File: src/rtl/taxi_pkg.sv
// Shared types and tariff defaults for the taxi fare meter.
// Fares are in units of 0.1 currency.
package taxi_pkg;

    typedef enum logic [1:0] {
        IDLE = 2'd0,
        RUN  = 2'd1,
        DONE = 2'd2
    } state_t;

    localparam int FARE_W = 14;
    localparam int KM_W   = 11;

    localparam int DEF_BASE_FARE = 100;
    localparam int DEF_BASE_KM   = 3;
    localparam int DEF_PER_KM    = 20;
    localparam int DEF_WAIT_SEC  = 60;
    localparam int DEF_PER_WAIT  = 10;
    localparam int DEF_FARE_MAX  = 9999;

endpackage

File: src/rtl/taxi_fare_if.sv
// Control and display signals between the meter and its cab-side logic.
// The meter core uses the slave view.
interface taxi_fare_if;
    import taxi_pkg::*;

    logic              start;
    logic              stop;
    logic              clear;
    logic              km_co;
    logic              wait_tick;
    logic [FARE_W-1:0] fare;
    logic [KM_W-1:0]   km_total;
    state_t            state;
    logic              done;

    modport master (
        output start, stop, clear, km_co, wait_tick,
        input  fare, km_total, state, done
    );

    modport slave (
        input  start, stop, clear, km_co, wait_tick,
        output fare, km_total, state, done
    );

endinterface

File: src/rtl/taxi_wait_timer.sv
// Counts wait seconds and flags the tick that completes a charge interval.
// wrap is combinational so the charge lands on the same edge as the tick.
module taxi_wait_timer
    import taxi_pkg::*;
#(
    parameter int WAIT_SEC = DEF_WAIT_SEC
) (
    input  logic clk,
    input  logic rst,
    input  logic clr,
    input  logic tick,
    output logic wrap
);

    localparam int CW = (WAIT_SEC > 1) ? $clog2(WAIT_SEC) : 1;
    localparam logic [CW-1:0] LAST = CW'(WAIT_SEC - 1);

    logic [CW-1:0] cnt_q;

    assign wrap = tick && (cnt_q == LAST);

    always_ff @(posedge clk) begin
        if (rst || clr) begin
            cnt_q <= '0;
        end else if (wrap) begin
            cnt_q <= '0;
        end else if (tick) begin
            cnt_q <= cnt_q + CW'(1);
        end
    end

endmodule

File: src/rtl/taxi_fare.sv
// Taxi meter: trip FSM, distance and waiting charges, saturating fare.
// All outputs are registered; events show up one edge after they occur.
module taxi_fare
    import taxi_pkg::*;
#(
    parameter int BASE_FARE = DEF_BASE_FARE,
    parameter int BASE_KM   = DEF_BASE_KM,
    parameter int PER_KM    = DEF_PER_KM,
    parameter int WAIT_SEC  = DEF_WAIT_SEC,
    parameter int PER_WAIT  = DEF_PER_WAIT,
    parameter int FARE_MAX  = DEF_FARE_MAX
) (
    input logic       clk,
    input logic       rst,
    taxi_fare_if.slave bus
);

    // Two spare bits so the sum can exceed the ceiling before clamping
    localparam int SW = FARE_W + 2;

    localparam logic [SW-1:0]     CEIL    = SW'(FARE_MAX);
    localparam logic [SW-1:0]     KM_INC  = SW'(PER_KM);
    localparam logic [SW-1:0]     WT_INC  = SW'(PER_WAIT);
    localparam logic [FARE_W-1:0] FARE0   = FARE_W'(BASE_FARE);
    localparam logic [FARE_W-1:0] FMAX    = FARE_W'(FARE_MAX);
    localparam logic [KM_W-1:0]   KM_FREE = KM_W'(BASE_KM);
    localparam logic [KM_W-1:0]   KM_SAT  = '1;

    state_t            st_q, st_d;
    logic [FARE_W-1:0] fare_q, fare_d;
    logic [KM_W-1:0]   km_q, km_d;
    logic              done_q, done_d;
    logic              trip_go;
    logic              tick_en;
    logic              wrap;
    logic              km_hit;
    logic [SW-1:0]     sum;

    assign tick_en = bus.wait_tick && (st_q == RUN);

    taxi_wait_timer #(
        .WAIT_SEC (WAIT_SEC)
    ) u_wait (
        .clk  (clk),
        .rst  (rst),
        .clr  (trip_go),
        .tick (tick_en),
        .wrap (wrap)
    );

    always_comb begin
        st_d    = st_q;
        fare_d  = fare_q;
        km_d    = km_q;
        done_d  = 1'b0;
        trip_go = 1'b0;
        km_hit  = bus.km_co && (km_q >= KM_FREE);
        sum     = SW'(fare_q)
                + (km_hit ? KM_INC : '0)
                + (wrap   ? WT_INC : '0);

        unique case (st_q)
            IDLE: begin
                if (!bus.clear && !bus.stop && bus.start) begin
                    st_d    = RUN;
                    fare_d  = FARE0;
                    km_d    = '0;
                    trip_go = 1'b1;
                end
            end
            RUN: begin
                if (bus.clear) begin
                    st_d   = IDLE;
                    fare_d = '0;
                    km_d   = '0;
                end else begin
                    fare_d = (sum > CEIL) ? FMAX : sum[FARE_W-1:0];
                    if (bus.km_co && (km_q != KM_SAT)) begin
                        km_d = km_q + KM_W'(1);
                    end
                    if (bus.stop) begin
                        st_d   = DONE;
                        done_d = 1'b1;
                    end
                end
            end
            DONE: begin
                if (bus.clear) begin
                    st_d   = IDLE;
                    fare_d = '0;
                    km_d   = '0;
                end else if (!bus.stop && bus.start) begin
                    st_d    = RUN;
                    fare_d  = FARE0;
                    km_d    = '0;
                    trip_go = 1'b1;
                end
            end
            default: begin
                st_d   = IDLE;
                fare_d = '0;
                km_d   = '0;
            end
        endcase
    end

    always_ff @(posedge clk) begin
        if (rst) begin
            st_q   <= IDLE;
            fare_q <= '0;
            km_q   <= '0;
            done_q <= 1'b0;
        end else begin
            st_q   <= st_d;
            fare_q <= fare_d;
            km_q   <= km_d;
            done_q <= done_d;
        end
    end

    assign bus.state    = st_q;
    assign bus.fare     = fare_q;
    assign bus.km_total = km_q;
    assign bus.done     = done_q;

endmodule

File: src/flat_wrapper.sv
// flat-port wrapper written by rule: the top's interface ports become plain ports
module taxi_fare_flat import taxi_pkg::*;
#(
    parameter int BASE_FARE = DEF_BASE_FARE,
    parameter int BASE_KM   = DEF_BASE_KM,
    parameter int PER_KM    = DEF_PER_KM,
    parameter int WAIT_SEC  = DEF_WAIT_SEC,
    parameter int PER_WAIT  = DEF_PER_WAIT,
    parameter int FARE_MAX  = DEF_FARE_MAX
)
  (clk, rst, bus_start, bus_stop, bus_clear, bus_km_co, bus_wait_tick, bus_fare, bus_km_total, bus_state, bus_done);
  taxi_fare_if bus_i ();
  input logic clk;
  input logic rst;
  input wire logic [$bits(bus_i.start)-1:0] bus_start;
  input wire logic [$bits(bus_i.stop)-1:0] bus_stop;
  input wire logic [$bits(bus_i.clear)-1:0] bus_clear;
  input wire logic [$bits(bus_i.km_co)-1:0] bus_km_co;
  input wire logic [$bits(bus_i.wait_tick)-1:0] bus_wait_tick;
  output wire logic [$bits(bus_i.fare)-1:0] bus_fare;
  output wire logic [$bits(bus_i.km_total)-1:0] bus_km_total;
  output wire logic [$bits(bus_i.state)-1:0] bus_state;
  output wire logic [$bits(bus_i.done)-1:0] bus_done;
  assign bus_i.start = bus_start;
  assign bus_i.stop = bus_stop;
  assign bus_i.clear = bus_clear;
  assign bus_i.km_co = bus_km_co;
  assign bus_i.wait_tick = bus_wait_tick;
  assign bus_fare = bus_i.fare;
  assign bus_km_total = bus_i.km_total;
  assign bus_state = bus_i.state;
  assign bus_done = bus_i.done;
  taxi_fare #(.BASE_FARE(BASE_FARE), .BASE_KM(BASE_KM), .PER_KM(PER_KM), .WAIT_SEC(WAIT_SEC), .PER_WAIT(PER_WAIT), .FARE_MAX(FARE_MAX)) u_core (.clk(clk), .rst(rst), .bus(bus_i));
endmodule
File: config.mk
export PLATFORM = sky130hd
export DESIGN_NAME = taxi_fare_flat
export DESIGN_NICKNAME = d
export VERILOG_FILES = /design/src/rtl/taxi_pkg.sv /design/src/rtl/taxi_fare_if.sv /design/src/rtl/taxi_wait_timer.sv /design/src/rtl/taxi_fare.sv /design/src/flat_wrapper.sv
export SDC_FILE = /design/constraint.sdc
export NUM_CORES = 1
export LEC_CHECK = 0
export BUFFER_PORTS_ARGS = -buffer_cell sky130_fd_sc_hd__buf_2
export CORE_MARGIN = 10
export CORE_UTILIZATION = 45
export CTS_CLUSTER_SIZE = 25
export DETAILED_ROUTE_END_ITERATION = 8
export PLACE_DENSITY = 0.78
export SLEW_MARGIN = 20
export SYNTH_ARGS = -nofsm -noshare
export SYNTH_HDL_FRONTEND = slang
export SYNTH_SLANG_ARGS = --single-unit
export TNS_END_PERCENT = 30
File: constraint.sdc
create_clock -name clk -period 3.6 [get_ports clk]
set_clock_uncertainty 0.1 [all_clocks]
set_input_delay 0.36 -clock clk [delete_from_list [all_inputs] [get_ports clk]]
set_output_delay 0.36 -clock clk [all_outputs]
set_load 0.005 [all_outputs]
# After elaboration in Yosys (flattened, before gate mapping)
# Cells that the tools add are included.
[totals]
latchBits = 0
mem_count = 0
wordCells = 61
ram_bits = 0
rom_bits = 0
reg_bits = 34
[op_classes]
n_bitwise = 1
muxes = 25
n_addsub = 4
shifts = 0
n_eq_ne = 8
n_lt_le_gt_ge = 2
div_mod_pow = 0
n_mul = 0
n_reduce_logical = 16
[op_table]
columns = ["cell", "count"]
rows = [
  ["$mux 14", 5],
  ["$mux 11", 5],
  ["$pmux 14 s3", 1],
  ["$pmux 11 s3", 1],
  ["$add 14x16->16", 1],
  ["$add 16x16->16", 1],
  ["$gt 16x14->1 const B", 1],
  ["$add 11x1->11 const B", 1],
  ["$ge 11x2->1 const B", 1],
  ["$ne 11x11->1 const B", 1],
  ["$mux 2", 5],
  ["$logic_and 1x1->1", 7],
  ["$add 6x1->6 const B", 1],
  ["$eq 6x6->1 const B", 1],
  ["$ne 3x3->1 const B", 2],
  ["$pmux 2 s3", 1],
  ["$reduce_and 3->1", 2],
  ["$mux 5", 1],
  ["$mux 1", 4],
  ["$mux 4", 1],
  ["$ne 3x2->1 const B", 1],
  ["$reduce_or 3->1", 1],
  ["$eq 2x1->1 const B", 1],
  ["$eq 2x2->1 const B", 1],
  ["other kinds (8)", 9],
]

# Longest topological paths before layout
# Gate-level depths: netlist of the first run.
[logic_depth]
word_depth = 9
mapped_depth = 15

# Cells and area by module
# Synthesis of the first run repeated with hierarchy kept, for this count alone.
[unflattened]
cells_unflattened = 242
hier_area_um2 = 2094.5
[by_module_without_submodules]
columns = ["module", "area_per_inst_um2", "seq_area_each_um2", "n_inst", "cells_each"]
rows = [
  ["taxi_fare", 1811.7, 560.5, 1, 213],
  ["taxi_wait_timer", 282.8, 120.1, 1, 29],
]

# Least setup slack after synthesis of the first run
# No wires, ideal clock.
[synth_path]
path_kind = "register to register"
from = "reg u_core.st_q[0], in the netlist u_core.bus.state[0]"
to = "reg u_core.fare_q[6], in the netlist u_core.bus.fare[6]"
t_required_ns = 3.430
setup_slack_ns = 0.175
t_arrival_ns = 3.255
stages_incl_launch_ff = 16
path_buffers = 1
path_cell_list = "dfxtp_1 inv_1 nor2_1 nand3_1 nor2_1 ha_1 inv_1 fa_1 nand2b_1 a211oi_4 nand4_1 o311a_1 or2_4 buf_6 or3_1 a21oi_1"
[synth_via]
elab_chain_cells = 9
word_cells_on_any_way = 14
classes_between = "add/sub (1); order compare (1); eq/ne (4); mux (4); reduce/logical (4)"
[synth_rtl]
columns = ["item", "line_no", "rtl"]
rows = [
  ["from (decl)", "taxi_fare.sv:29", "state_t st_q, st_d;"],
  ["from (signal assigned)", "taxi_fare.sv:114", "st_q <= st_d;"],
  ["$eq 2x1->1", "taxi_fare.sv:39, taxi_fare.sv:62", ""],
  ["$logic_and 1x1->1", "taxi_fare.sv:39", "assign tick_en = bus.wait_tick && (st_q == RUN);"],
  ["$logic_and 1x1->1", "taxi_wait_timer.sv:20", "assign wrap = tick && (cnt_q == LAST);"],
  ["$mux 4", "taxi_fare.sv:60", "+ (wrap ? WT_INC : '0);"],
  ["$add 16x16->16", "taxi_fare.sv:60", ""],
  ["$gt 16x14->1", "taxi_fare.sv:77", "fare_d = (sum > CEIL) ? FMAX : sum[FARE_W-1:0];"],
  ["$mux 14", "taxi_fare.sv:77", ""],
  ["$mux 14", "taxi_fare.sv:72", "if (bus.clear) begin"],
  ["$pmux 14 s3", "taxi_fare.sv:62", "unique case (st_q)"],
  ["to (signal assigned)", "taxi_fare.sv:115", "fare_q <= fare_d;"],
  ["to (decl)", "taxi_fare.sv:30", "logic [FARE_W-1:0] fare_q, fare_d;"],
]
# Several ways; a longest one is shown, not always the timed one.
# A chain may end at the register's enable or synchronous reset.

# Worst setup path in the final report of the first run
# Same ends and word-level chain as after synthesis.

==> impl_metrics.tcl, run 1 <==
set metrics [dict create \
    result_of_the_run "complete, no violations" \
    cp_max_fo 7 \
    max-cap-violations 0 \
    ys.warnings.count 0 \
    clock_sink_count 34 \
    place_hpwl_mm 3.477 \
    drcViolationCount 0 \
    io_pins 35 \
    worst-endpoint-arrival_ns 3.44 \
    core.rowCount 23 \
    report.final.hold_viol_count 0 \
    synthArstFlopShare_pct 0 \
    critical_path.cell_chain "inv_1 > nor2_2 > nand3_2 > nor2_2 > ha_2 > inv_1 > fa_2 > nand2b_4 > a211oi_4 > or2b_1 > a31oi_4 > nor4_4 > buf_4 > or3_1 > a21oi_1" \
    endpoint "u_core.bus.fare[6]$_SDFFE_PP0P_" \
    layout_worst_path_cycle_share_pct 92.47 \
    placement.io_buffers 34 \
    power_leakage_uw 0.0009774 \
    numCtsBuffers 5 \
    grt_pass1_vias 1846 \
    crit_path_cell_count 15 \
    report.final.setup_viol 0 \
    drt_iter0_drcs 161 \
    endpoint_of_the_most_critical_register_to_register_path "u_core.bus.fare[6]$_SDFFE_PP0P_" \
    avgRoutedWirePerCell_um 14.22 \
    avgViaCountPerCell 5.627 \
    final.setup.tns_ns 0 \
    detailedRoute.firstPassIterationCount 5 \
    gp_congestion 0.8578 \
    num_vias 1902 \
    crit_buf_inv 3 \
    chipHeight_um 86.05 \
    yosys.cell_types.count 49 \
    cts_tree "done" \
    worst_path_largest_cell_delay_ns 0.37 \
    grt_use_total_pct 13.26 \
    post_synth_instance_area_sq_mm 0.001963 \
    cts_max_level 2 \
    worstPathRequired_ns 3.71 \
    cpLargestDelayFamily "simple AND/OR/NAND/NOR gates" \
    floorplan.die_area_sq_mm 0.007405 \
    finish.net_count 301 \
    grt_setup_unrepaired "false" \
    layout-drive-gt1-share_pct 24.31 \
    clockBufferDepth 2 \
    timing.reg2reg.worst_path_depth 15 \
    postRouteWirelength_mm 4.805 \
    maxSlewHeadroom_pct 52.59 \
    grt_first_pass_wirelength_mm 8.342 \
    die_width_um 86.05 \
    grt_max_degree 21 \
    coreArea_sq_mm 0.004115 \
    dp_slack_ns 0.1595 \
    synth_edf_count 0 \
    synth_top_area_cell "sky130_fd_sc_hd__dfxtp_1" \
    synth_largest_type_area_fraction_pct 34.67 \
    library_cell_used_as_clock_root_buffer "sky130_fd_sc_hd__clkbuf_8" \
    crit_path_start_kind "flip-flop" \
    hold_class "in2reg" \
    worst_setup_hold_path_clk_slew_ns 0.07 \
    pwr_density_mw_per_mm2 310.8 \
    synth_top_cells_by_area "sky130_fd_sc_hd__dfxtp_1 35%, sky130_fd_sc_hd__a21oi_1 6.9%, sky130_fd_sc_hd__nor2_1 6.9%" \
    antenna_cells 0 \
    synth.ff_latch_count 34 \
    syn_nets 261 \
    timing.critical_path.slowest_stage_cell "sky130_fd_sc_hd__or3_1" \
    tightestPinTransition_ns 0.7097 \
    synth_ff_type "sky130_fd_sc_hd__dfxtp_1" \
    min_period_ns 3.329 \
    clock_insertion_delay_worst_skew_ns 0.29 \
    power_uw 727.3 \
    vdd_drop_max_mv 0.2968 \
    startpoint "u_core.bus.state[0]$_SDFFE_PP0P_" \
    ys_seq_area_share_pct 34.67 \
    final-max-slew-violation-count 0 \
    antenna_left 0 \
    max_freq_mhz 300.4 \
    critPathCaptureType "flip-flop" \
    post_synth.cell_area_avg_sq_um 7.948 \
    postLayoutCoreUtil_pct 56.86 \
    setup_slack_ns 0.2712 \
    rrSetupSlack_ns 0.27 \
    crit-reg2reg-launch "u_core.bus.state[0]$_SDFFE_PP0P_" \
    area_delta_synth_final_pct 19.18 \
    critical_path_start_end_classification "reg2reg" \
    antenna_violations_before_repair 0 \
    netlist_instances 247 \
    global_route.overflow_total 0 \
    floorplan.initialDensity_pct 47.70 \
]
## through the flow
step | instance area, sq um | std cells | hold WS, ns
floorplan | 1963 | 247 | 0.3381
global placement | 2190 | 329 | 0.3392
detailed placement | 2190 | 329 | 0.3405
CTS | 2281 | 337 | 0.1799
global route | 2340 | 338 | 0.1865
finish | 2340 | 338 | 0.1853
## power breakdown
group	leakage (uW)	switching [uW]	internal (uW)
clock	0.0000482	137	154
combinational	0.000654	31.9	18.8
sequential	0.000275	5.87	380
total	0.000977	174	553
## registers in the layout, summed over array words and instances (netlist names)
signal,flops
u_core.u_wait.cnt_q,6
u_core.bus.km_total,11
u_core.bus.done,1
u_core.bus.state,2
u_core.bus.fare,14
## area by class of cell
type	instances	area [sq um]
Timing Repair Buffer	42	230.2
Clock inverter	1	5.005
Fill cell	390	1775
Sequential cell	34	681.9
Tap cell	50	62.56
Inverter	7	26.28
Multi-Input combinational cell	197	1247
Clock buffer	7	86.33
## kinds of logic after synthesis
group	after synthesis	share of synthesized area, %
simple gates	115	29.45
compound gates	59	19.44
flops	34	34.67
buf+inv	16	4.333
xor+xnor	15	6.692
fa+ha+maj	7	4.844
mux	1	0.5736
## worst reg2reg max path: cells and delay by family, from the launching register on
family | cells | cell delay [ns]
simple gates | 7 | 1.30
compound gates | 3 | 0.66
fa+ha+maj | 2 | 0.54
flops | 1 | 0.34
buf+inv | 3 | 0.31
## layout by cell type, fill, tap and decap left out, types with 7 or more instances in the layout
master / count
sky130_fd_sc_hd__or3_1: 9
sky130_fd_sc_hd__dfxtp_1: 33
sky130_fd_sc_hd__inv_1: 7
sky130_fd_sc_hd__buf_2: 34
sky130_fd_sc_hd__a21oi_1: 27
sky130_fd_sc_hd__nand2_1: 26
sky130_fd_sc_hd__nand3_1: 10
sky130_fd_sc_hd__buf_4: 8
sky130_fd_sc_hd__o21ai_0: 8
sky130_fd_sc_hd__xor2_1: 9
sky130_fd_sc_hd__nand4_1: 7
sky130_fd_sc_hd__nor2_1: 34
## repair_timing
action / CTS / global route
setup buffers: 0 / 1
hold buffers: 0 / 0
gates resized for setup: 0 / 11
setup endpoints to repair: 0 / 11
## per-layer routing
| metal | part of all wire [%] | global-route usage (%) |
|---|---|---|
| met5 | 0 | 0 |
| met2 | 46 | 20.89 |
| met1 | 45 | 16.43 |
| met3 | 7.7 | 4.352 |
| met4 | 1.0 | 4.641 |
## synthesized netlist by cell type, drive strengths merged, types with 2 or more instances
master	instances
a21oi	28
nor4	4
nor3b	3
o21ai	8
o31ai	5
dfxtp	34
xor2	9
nand3	12
a31oi	5
inv	7
ha	6
and3	3
nand2	26
buf	4
and2	2
clkbuf	5
nor2	36
xnor2	6
nor3	3
nand4	7
a211oi	2
o21bai	2
or3	10
nand2b	3
a21o	3
## worst min path at each step
stage / start / to / depth (start not counted)
floorplan: bus_clear / u_core.bus.state[0]$_SDFFE_PP0P_ / 1
global placement: u_core.bus.fare[0]$_SDFFE_PP0P_ / u_core.bus.fare[0]$_SDFFE_PP0P_ / 2
detailed placement: u_core.bus.fare[0]$_SDFFE_PP0P_ / u_core.bus.fare[0]$_SDFFE_PP0P_ / 2
CTS: bus_stop / u_core.bus.state[0]$_SDFFE_PP0P_ / 2
global route: bus_stop / u_core.bus.state[0]$_SDFFE_PP0P_ / 2
finish: bus_stop / u_core.bus.state[0]$_SDFFE_PP0P_ / 2
Power figures use the tool's default switching activity.
==> run 2, diff against run 1 <==
--- a/config.mk
+++ b/config.mk
@@ -8,6 +8,7 @@
 export BUFFER_PORTS_ARGS = -buffer_cell sky130_fd_sc_hd__buf_2
 export CORE_MARGIN = 10
 export CORE_UTILIZATION = 45
+export CTS_BUF_LIST = sky130_fd_sc_hd__clkbuf_8
 export CTS_CLUSTER_SIZE = 25
 export DETAILED_ROUTE_END_ITERATION = 8
 export PLACE_DENSITY = 0.78
==> run 2 against run 1 <==
Core utilization did not move. Hold slack barely moved. Largest cell class unchanged. Clock power barely moved. Final area did not move. First-iteration DRC count did not move. Worst setup slack barely moved. Sequential share of layout area did not move. Flip-flop and latch count did not move. Cell count did not move. Non-clock buffer count did not move.
==> impl_metrics.tcl, run 2 (same netlist as run 1, synthesis figures left out) <==
set metrics [dict create \
    clockBufferDepth 2 \
    report.final.setup_viol 0 \
    antenna_left 0 \
    setup_slack_ns 0.2707 \
    fill_cells 390 \
    grt_use_total_pct 13.26 \
    crit_buf_inv 3 \
    max_freq_mhz 300.4 \
    clock_sink_count 34 \
    finish.net_count 301 \
    critical_path.cell_chain "inv_1 > nor2_2 > nand3_2 > nor2_2 > ha_2 > inv_1 > fa_2 > nand2b_4 > a211oi_4 > or2b_1 > a31oi_4 > nor4_4 > buf_4 > or3_1 > a21oi_1" \
    grt_first_pass_wirelength_mm 8.342 \
    io_pins 35 \
    floorplan.die_area_sq_mm 0.007405 \
    hold_class "in2reg" \
    coreArea_sq_mm 0.004115 \
    postRouteWirelength_mm 4.790 \
    critical_path_start_end_classification "reg2reg" \
    numCtsBuffers 5 \
    postLayoutCoreUtil_pct 56.86 \
    drcViolationCount 0 \
    place_hpwl_mm 3.477 \
    gp_congestion 0.8578 \
    cpLargestDelayFamily "simple AND/OR/NAND/NOR gates" \
    layout.cells.non_filler 338 \
    final.setup.tns_ns 0 \
    worst-endpoint-arrival_ns 3.44 \
    worst_path_largest_cell_delay_ns 0.37 \
    maxSlewHeadroom_pct 52.60 \
    worstPathRequired_ns 3.71 \
    number_of_flip_flops_in_the_largest_register 14 \
    core.rowCount 23 \
    global_route.overflow_total 0 \
    pwr_density_mw_per_mm2 309.5 \
    cp_max_fo 7 \
    vdd_drop_max_mv 0.2967 \
    avgRoutedWirePerCell_um 14.17 \
    power_leakage_uw 0.0009816 \
    area_delta_synth_final_pct 19.18 \
    placement.io_buffers 34 \
    grt_max_degree 21 \
    clock_insertion_delay_worst_skew_ns 0.28 \
    drt_iter0_drcs 161 \
    dp_slack_ns 0.1595 \
    cts_tree "done" \
    antenna_violations_before_repair 0 \
    postCtsHoldBufs 0 \
    layout-drive-gt1-share_pct 24.31 \
    final-max-slew-violation-count 0 \
    library_cell_used_as_clock_root_buffer "sky130_fd_sc_hd__clkbuf_8" \
    floorplan.initialDensity_pct 47.70 \
    max-cap-violations 0 \
    grt_pass1_vias 1846 \
    report.final.hold_viol_count 0 \
    antenna_cells 0 \
    grt_setup_unrepaired "false" \
    num_vias 1898 \
    commonest_cells_after_routing_fill_and_taps_aside "34 x sky130_fd_sc_hd__nor2_1, 34 x sky130_fd_sc_hd__buf_2, 33 x sky130_fd_sc_hd__dfxtp_1, 27 x sky130_fd_sc_hd__a21oi_1, 26 x sky130_fd_sc_hd__nand2_1" \
    crit_path_start_kind "flip-flop" \
    cts_max_level 2 \
    die_width_um 86.05 \
    timing.critical_path.slowest_stage_cell "sky130_fd_sc_hd__or3_1" \
    chipHeight_um 86.05 \
    min_period_ns 3.329 \
    critPathCaptureType "flip-flop" \
    worst_setup_hold_path_clk_slew_ns 0.07 \
    numPlacedInstances 329 \
    layout_worst_path_cycle_share_pct 92.48 \
    avgViaCountPerCell 5.615 \
    detailedRoute.firstPassIterationCount 5 \
    result_of_the_run "complete, no violations" \
    tightestPinTransition_ns 0.7096 \
    power_uw 724.2 \
]
## run 2: final timing paths
path                                                  startpoint                               end  slack (ns)  cells after the start
worst max register to register  u_core.bus.state[0]$_SDFFE_PP0P_   u_core.bus.fare[6]$_SDFFE_PP0P_        0.27                     15
worst min-delay path                                    bus_stop  u_core.bus.state[0]$_SDFFE_PP0P_        0.19                      2
worst max-delay path            u_core.bus.state[0]$_SDFFE_PP0P_   u_core.bus.fare[6]$_SDFFE_PP0P_        0.27                     15
worst min register to register   u_core.bus.fare[0]$_SDFFE_PP0P_   u_core.bus.fare[0]$_SDFFE_PP0P_        0.35                      2
## run 2: per-layer routing
layer  vias up  GRT usage, %  routed length (um)
li1        954             -                   -
met4         0         4.641                  49
met5         -             0                   0
met2        61         20.89                2197
met1       878         16.43                2169
met3         5         4.352                 373
## run 2: timing repair
| item | 4_1_cts | 5_1_grt |
|---|---|---|
| setup endpoints to repair | 0 | 11 |
| gates resized for setup | 0 | 11 |
| setup buffers | 0 | 1 |
## run 2: through the flow
| stage | area (sq um) | hold WS [ns] |
|---|---|---|
| finish | 2340 | 0.1853 |
| global route | 2340 | 0.1864 |
| CTS | 2281 | 0.1797 |
| detailed placement | 2190 | 0.3405 |
| global placement | 2190 | 0.3392 |
| floorplan | 1963 | 0.3381 |
## run 2: power by group
group,switching (uW),internal [uW],total [uW]
registers,5.90,380,386
clock network,137,151,288
logic,31.7,18.8,50.6
total,174,550,724
## run 2: layout make-up
class	instances	area [sq um]	area share (%)
Clock buffer	6	82.58	3.529
Sequential cell	34	681.9	29.14
Multi-Input combinational cell	197	1247	53.32
Timing Repair Buffer	42	230.2	9.840
Tap cell	50	62.56	2.674
Inverter	7	26.28	1.123
Clock inverter	2	8.758	0.3743
==> run 3, diff against run 2 <==
--- a/config.mk
+++ b/config.mk
@@ -11,7 +11,7 @@
 export CTS_BUF_LIST = sky130_fd_sc_hd__clkbuf_8
 export CTS_CLUSTER_SIZE = 25
 export DETAILED_ROUTE_END_ITERATION = 8
-export PLACE_DENSITY = 0.78
+export PLACE_DENSITY = 0.76
 export SLEW_MARGIN = 20
 export SYNTH_ARGS = -nofsm -noshare
 export SYNTH_HDL_FRONTEND = slang
==> constraint.sdc (replaced) <==
create_clock -name clk -period 3.75 [get_ports clk]
set_clock_uncertainty 0.1 [all_clocks]
set_input_delay 0.375 -clock clk [delete_from_list [all_inputs] [get_ports clk]]
set_output_delay 0.375 -clock clk [all_outputs]
set_load 0.02 [all_outputs]
==> run 3 against run 2 <==
Register-to-register slack worse by 0.04 ns. Via count is 2.7% lower. Critical path depth stayed put. Sequential share of layout area is 0.82 points higher. Global-route usage is 0.49 points lower. Non-clock buffer count is 2 lower. Routed wire length is 1.3% higher. Clock power is 8.7% lower. First-iteration DRC count is 5.6% higher. Die area stayed put. Hold slack better by 0.015 ns. Cell count is 1.2% lower. Largest cell class unchanged. Largest power group unchanged. Highest routed layer unchanged.
==> impl_metrics.tcl, run 3 (same netlist as run 1, synthesis figures left out) <==
set metrics [dict create \
    power_leakage_uw 0.0009389 \
    grt_setup_unrepaired "false" \
    vdd_drop_max_mv 0.2703 \
    max_freq_mhz 284.0 \
    max-cap-violations 0 \
    worst_path_largest_cell_delay_ns 0.39 \
    antenna_cells 0 \
    critical_path_start_end_classification "reg2reg" \
    drt_iter0_drcs 170 \
    coreArea_sq_mm 0.004115 \
    floorplan.initialDensity_pct 47.70 \
    cts_max_level 2 \
    worst_setup_hold_path_clk_slew_ns 0.07 \
    postRouteWirelength_mm 4.852 \
    finish.net_count 299 \
    numPlacedInstances 328 \
    grt_first_pass_wirelength_mm 8.010 \
    hold_class "in2reg" \
    timing.critical_path.slowest_stage_cell "sky130_fd_sc_hd__fa_1" \
    clock_insertion_delay_worst_skew_ns 0.28 \
    grt_pass1_vias 1690 \
    layout.cells.non_filler 334 \
    min_period_ns 3.521 \
    floorplan.die_area_sq_mm 0.007405 \
    postCtsHoldBufs 0 \
    layout_worst_path_cycle_share_pct 93.89 \
    crit_buf_inv 3 \
    avgViaCountPerCell 5.527 \
    core.rowCount 23 \
    antenna_violations_before_repair 0 \
    report.final.setup_viol 0 \
    clock_sink_count 34 \
    library_cell_used_as_clock_root_buffer "sky130_fd_sc_hd__clkbuf_8" \
    worstPathRequired_ns 3.86 \
    result_of_the_run "complete, no violations" \
    layout-drive-gt1-share_pct 22.18 \
    final-max-slew-violation-count 0 \
    io_pins 35 \
    chipHeight_um 86.05 \
    num_vias 1846 \
    cp_max_fo 8 \
    pwr_density_mw_per_mm2 300.3 \
    worst-endpoint-arrival_ns 3.63 \
    maxSlewHeadroom_pct 50.07 \
    final.setup.tns_ns 0 \
    critPathCaptureType "flip-flop" \
    drcViolationCount 0 \
    avgRoutedWirePerCell_um 14.53 \
    grt_max_degree 21 \
    numCtsBuffers 5 \
    die_width_um 86.05 \
    cts_tree "done" \
    grt_use_total_pct 12.77 \
    commonest_cells_after_routing_fill_and_taps_aside "34 x sky130_fd_sc_hd__nor2_1, 34 x sky130_fd_sc_hd__buf_2, 33 x sky130_fd_sc_hd__dfxtp_1, 27 x sky130_fd_sc_hd__a21oi_1, 26 x sky130_fd_sc_hd__nand2_1" \
    report.final.hold_viol_count 0 \
    gp_congestion 0.8673 \
    crit_path_start_kind "flip-flop" \
    number_of_flip_flops_in_the_largest_register 14 \
    place_hpwl_mm 3.556 \
    placement.io_buffers 34 \
    global_route.overflow_total 0 \
    area_delta_synth_final_pct 15.93 \
    clockBufferDepth 2 \
    cpLargestDelayFamily "simple AND/OR/NAND/NOR gates" \
    critical_path.cell_chain "inv_1 > nor2_2 > nand3_2 > nor2_2 > ha_1 > inv_1 > fa_1 > nand2b_1 > a211oi_4 > or2b_1 > a31oi_1 > nor4_2 > buf_4 > or3_1 > a31oi_1" \
    antenna_left 0 \
    detailedRoute.firstPassIterationCount 4 \
    tightestPinTransition_ns 0.7474 \
]
==> run 3: cell count changes in the layout (fill, tap and decap cells not counted), sizes merged <==
cell,previous run,this run
buf,42,40
clkinv,1,0
inv,8,7
==> run 3: worst paths after layout <==
check | startpoint | to | slack, ns | cells after the start
worst max register to register | u_core.bus.state[0]$_SDFFE_PP0P_ | u_core.bus.fare[7]$_SDFFE_PP0P_ | 0.23 | 15
worst min-delay path | bus_stop | u_core.bus.state[0]$_SDFFE_PP0P_ | 0.20 | 2
worst max-delay path | u_core.bus.state[0]$_SDFFE_PP0P_ | u_core.bus.fare[7]$_SDFFE_PP0P_ | 0.23 | 15
worst min register to register | u_core.bus.fare[0]$_SDFFE_PP0P_ | u_core.bus.fare[0]$_SDFFE_PP0P_ | 0.35 | 2
==> run 3: what timing repair did <==
action / 4_1_cts / 5_1_grt
gates resized for setup: 0 / 4
setup buffers: 0 / 0
endpoints found under the setup margin: 0 / 11
==> run 3: power breakdown <==
group          internal [uW]  switching [uW]  total [uW]
sequential               365            5.82         371
combinational           16.4            33.1        49.5
clock                    141             122         263
total                    523             161         684
==> run 3: routing by layer <==
layer / GRT usage, % / part of all wire (%) / vias to the layer above
li1: - / - / 949
met1: 16.58 / 47 / 843
met2: 19.47 / 44 / 50
met3: 4.447 / 7.8 / 4
met4: 3.443 / 0.68 / 0
met5: 0 / 0 / -
==> run 3: through the flow <==
step	hold slack (ns)	power, uW	worst slack, ns	area [sq um]	utilization, %
floorplan	0.3531	408.5	0.1756	1963	-
global placement	0.3343	426.5	0.3304	2182	53.03
detailed placement	0.3456	427.2	0.1586	2182	53.03
CTS	0.2012	687.4	0.1155	2265	55.03
global route	0.1967	708.5	0.02763	2276	55.31
finish	0.2005	683.5	0.2291	2276	55.31
==> run 3: final cells by class <==
cell class	count	area [sq um]
clock buffer	6	82.58
fill	386	1839
inverter	7	26.28
multi-input combinational	197	1207
sequential	34	681.9
tap	50	62.56
timing repair buffer	40	215.2
